`src/rtl/mem_access_ctrl.sv`:
```
// rtl/mem_access_ctrl.sv - single-port RAM access controller for the CPU Valid/RW/Ready handshake
module mem_access_ctrl #(
    parameter int DWIDTH = 32,
    parameter int AWIDTH = 8,
    parameter int RD_LAT = 2,
    parameter int WR_LAT = 1
) (
    input  logic              clk,
    input  logic              reset,
    input  logic              Valid,
    input  logic              RW,
    input  logic [AWIDTH-1:0] Addr_in,
    input  logic [DWIDTH-1:0] Data_in,
    output logic [DWIDTH-1:0] Data_out,
    output logic              Ready,
    output logic              busy,
    output logic              ovr,
    output logic              rdEn,
    output logic              wrEn,
    output logic [AWIDTH-1:0] Addr,
    output logic [DWIDTH-1:0] ram_wdata,
    input  logic [DWIDTH-1:0] ram_rdata
);

    typedef enum logic [1:0] {IDLE, REQ, WAIT, DONE} state_t;

    localparam logic [3:0] RD_CNT = 4'(RD_LAT - 1);
    localparam logic [3:0] WR_CNT = 4'(WR_LAT - 1);

    state_t     state;
    state_t     state_nxt;
    logic       rw_q;
    logic [3:0] cnt;

    always_ff @(posedge clk or posedge reset) begin
        if (reset) begin
            state <= IDLE;
        end else begin
            state <= state_nxt;
        end
    end

    always_comb begin
        state_nxt = state;
        case (state)
            IDLE:    if (Valid) state_nxt = REQ;
            REQ:     state_nxt = WAIT;
            WAIT:    if (cnt == 4'd0) state_nxt = DONE;
            DONE:    state_nxt = IDLE;
            default: state_nxt = IDLE;
        endcase
    end

    // Addr and ram_wdata are the request latches themselves, so they stay put through the access
    always_ff @(posedge clk or posedge reset) begin
        if (reset) begin
            rw_q      <= 1'b0;
            cnt       <= 4'd0;
            Addr      <= '0;
            ram_wdata <= '0;
            Data_out  <= '0;
            ovr       <= 1'b0;
        end else begin
            case (state)
                IDLE: begin
                    if (Valid) begin
                        rw_q      <= RW;
                        Addr      <= Addr_in;
                        ram_wdata <= Data_in;
                        cnt       <= RW ? RD_CNT : WR_CNT;
                    end
                end
                WAIT: begin
                    if (cnt != 4'd0) begin
                        cnt <= cnt - 4'd1;
                    end else if (rw_q) begin
                        Data_out <= ram_rdata;
                    end
                end
                default: ;
            endcase
            if (Valid && (state != IDLE)) begin
                ovr <= 1'b1;
            end
        end
    end

    assign Ready = (state == DONE);
    assign busy  = (state != IDLE);
    assign rdEn  = (state == REQ) &&  rw_q;
    assign wrEn  = (state == REQ) && !rw_q;

endmodule

```
`config.mk`:
```
export PLATFORM = sky130hd
export DESIGN_NAME = mem_access_ctrl
export DESIGN_NICKNAME = d
export VERILOG_FILES = /design/src/rtl/mem_access_ctrl.sv
export SDC_FILE = /design/constraint.sdc
export NUM_CORES = 1
export LEC_CHECK = 0
export CAP_MARGIN = 20
export CORE_ASPECT_RATIO = 1.4
export CORE_MARGIN = 2
export CORE_UTILIZATION = 30
export DETAILED_ROUTE_END_ITERATION = 10
export PLACE_DENSITY = 0.67
export SETUP_SLACK_MARGIN = 0.4
export SLEW_MARGIN = 40
export SYNTH_ARGS = -nofsm -noshare
export SYNTH_HDL_FRONTEND = slang
export SYNTH_SLANG_ARGS = --single-unit
```
`constraint.sdc`:
```
create_clock -name clk -period 4.9 [get_ports clk]
set_input_delay 0.735 -clock clk [delete_from_list [all_inputs] [get_ports clk]]
set_output_delay 0.735 -clock clk [all_outputs]
set_load 0.05 [all_outputs]
```
==> impl_results.md <==
- Outcome: finished clean
- Most common cell after layout, fill and taps aside: clkdlybuf4s50_1
- Flip-flop and latch area: roughly 2000 sq um
- Io pins: 153
- R2r endpoint: Data_out[26]
- Root Driver: clkbuf_16
- Dpl ws: between 2 and 3 ns
- Most frequent cells in the layout: 152 x clkdlybuf4s50_1, 80 x dfrtp_1, 65 x mux2_2
- Mapped Nets: 285
- Die Y: 126.2 um
- Post-CTS setup buffer count: 0
- Syn Inst Count: 202
- Synth Area in Adders: 2.737%
- Top_reg_cell synth: dfrtp_1
- Worst path cell trace: inv_1 > ha_1 > inv_1 > clkdlybuf4s50_1
- Largest family of logic cells by synthesized area: multiplexers
- Row count: 44
- CTS Buf Count: 9
- Final setup viols: 0
- Launch point of the worst reg-to-reg path: state[0]
- Clock transition at path regs: 0.06 ns
- Depth of the worst register-to-register path: 5
- Worst endpoint required time: 4.16 ns
- Crit. End Element: primary output
- Crit path max-delay family: buffers and inverters
- Clock tree buffer depth: 2
- Actual slew at the worst max-slew pin: 0.5557 ns
- Final Hold Vio Count: 0
- Remaining global-route overflow: 0
- Worst min-delay path endpoint: ovr
- Hold path cells: 1
- Initial Util: a little under a third
- Count of cell types in the netlist: 26
- Critical path class: flip-flop to primary output
- CP bufs+invs: 3
- Multiplexer share of the synthesized area: 26.35%
- Number of global-route vias before repair: 2335
- Post-synthesis sequential area ratio: ~63%
- Worst-path maximum fanout: 4
- TritonCTS clock tree: done
- Total Routing Usage GR: 13.18%
- DR DRC count: 0
- Final worst slack: 2.156 ns
- EDFF count, synth: 0
- F_max: 0.3644 GHz
- Min Clock Period, post-route: 2.744 ns
- First-pass GRT wire length: 11.91 mm
- Die width: 91.30 um
- Crit path DAT: 2.01 ns
- Slowest cell on crit path: clkdlybuf4s50_1
- Clock Skews: approximately 0.0048 ns
- WL/cell: 14.42 um
- Final setup TNS: 0 ns
- ANT nets after route: 0
- HP Class: flip-flop to flip-flop
- Synth async-reset ratio: 100.0%
- Slew HR: between 60% and 70%
- Placer congestion estimate: roughly 0.7
- Post-cts sizing count: 0
- Final-report max-slew violation count: 0
- Reg2reg setup slack: 2.86 ns
- CP dominant cell by count: inv_1
- Layout cells sized above 1: between 20% and 30%
- Diode count: 0
- Cts hold-fix bufs: 0
- Core area: roughly 10000 sq um
- Post-synthesis simple-gate area fraction: under 10%
- Worst path max stage delay: 0.80 ns
- Fillers: 906
- Clk_lat worst skew: 0.33 ns
- Total wire length: 7.211 mm
- Synth Area in Compound Gates: 2.346%
- Largest net degree at the start of global routing: 47
- Antenna violations before repair: 0
- Synth Register Bits: 80
- # nets final: 441
- Syn avg cell area: approximately 16 sq um
- Mapped Area: 3201 sq um
- DR vias/cell: 4.348
- RSZ-0062 raised after global routing: no
- Area grow syn2layout: 61.26%
- XOR/XNOR share of the synthesized area: 0%
- H-tree depth: 3
- Die area: between 10000 and 15000 sq um
- CP startpoint kind: flip-flop
- Final period util: between 50% and 60%
- Drt pass-1 iters: 4
- PortBufs: 152
- Area taken by multi-input logic gates: 1130 sq um
- Max_cap viols: 0
- Hpwl dp: 5.383 mm
- Synth warnings: 0
- Clock sinks: 80
- Iter 0 DRT Violations: 27
- Via count: 2174
- Hold Startpoint: ovr
[cell type report]
type	count	share of cell area [%]
clock buffer	11	4.509
clock inverter	4	1.358
inverter	6	0.4848
multi-input combinational	108	21.89
sequential	80	38.79
tap	138	3.345
timing repair buffer	153	29.62
[cells in the mapped netlist, types with 2 or more instances]
cell type  instances  area [sq um]
buf_2              5         25.02
buf_6              3         33.78
dfrtp_1           80          2002
ha_1               7         87.58
inv_1              6         22.52
mux2_1             9         101.4
mux2_2            65         732.0
nand3b_1           2         15.01
nor2_1             2         7.510
nor2b_1            4         25.02
o21ai_0            2         10.01
o41ai_1            3         26.28
[through the flow]
step                      instances  hold WS (ns)  area (sq um)  util [%]
after floorplan                 202        0.4842          3201         -
after global placement          485        0.4456          4847     46.58
after detailed placement        485        0.4459          4852     46.63
after CTS                       500        0.4634          5155     49.54
after global routing            500        0.5009          5161     49.60
final                           500        0.4606          5161     49.60
[registers in the layout (all words and copies together), names as in the netlist]
signal     cells
Data_out      32
ram_wdata     32
Addr           8
cnt            4
state          2
ovr            1
rw_q           1
[how the worst max path moves through the flow]
stage               slack [ns]  cells after the start            end  startpoint
floorplan                 2.11                      1        Addr[0]       reset
global placement          2.43                      3  ram_wdata[25]       Valid
detailed placement        2.52                      4           busy    state[0]
CTS                       2.14                      4           busy    state[0]
global route              2.06                      4           busy    state[0]
finish                    2.16                      4           busy    state[0]
[logic make-up (layout without fill, tap and decap cells)]
family          after synthesis  in the layout
compound gates               10             10
fa+ha+maj                     7              7
buf+inv                      14            174
flops                        80             80
mux                          75             75
simple gates                 16             16
[routing by layer]
metal	share of wire (%)	wire length, um	vias up	track usage (%)
li1	-	-	1019	-
met5	0	0	-	0
met1	39	2824	1071	15.21
met4	1.2	89	0	4.813
met2	54	3880	76	22.88
met3	5.8	416	8	4.127
Power is left out: the tool's default activity adds up to more than one toggle a clock period on the data nets, which glitch-free logic cannot reach.
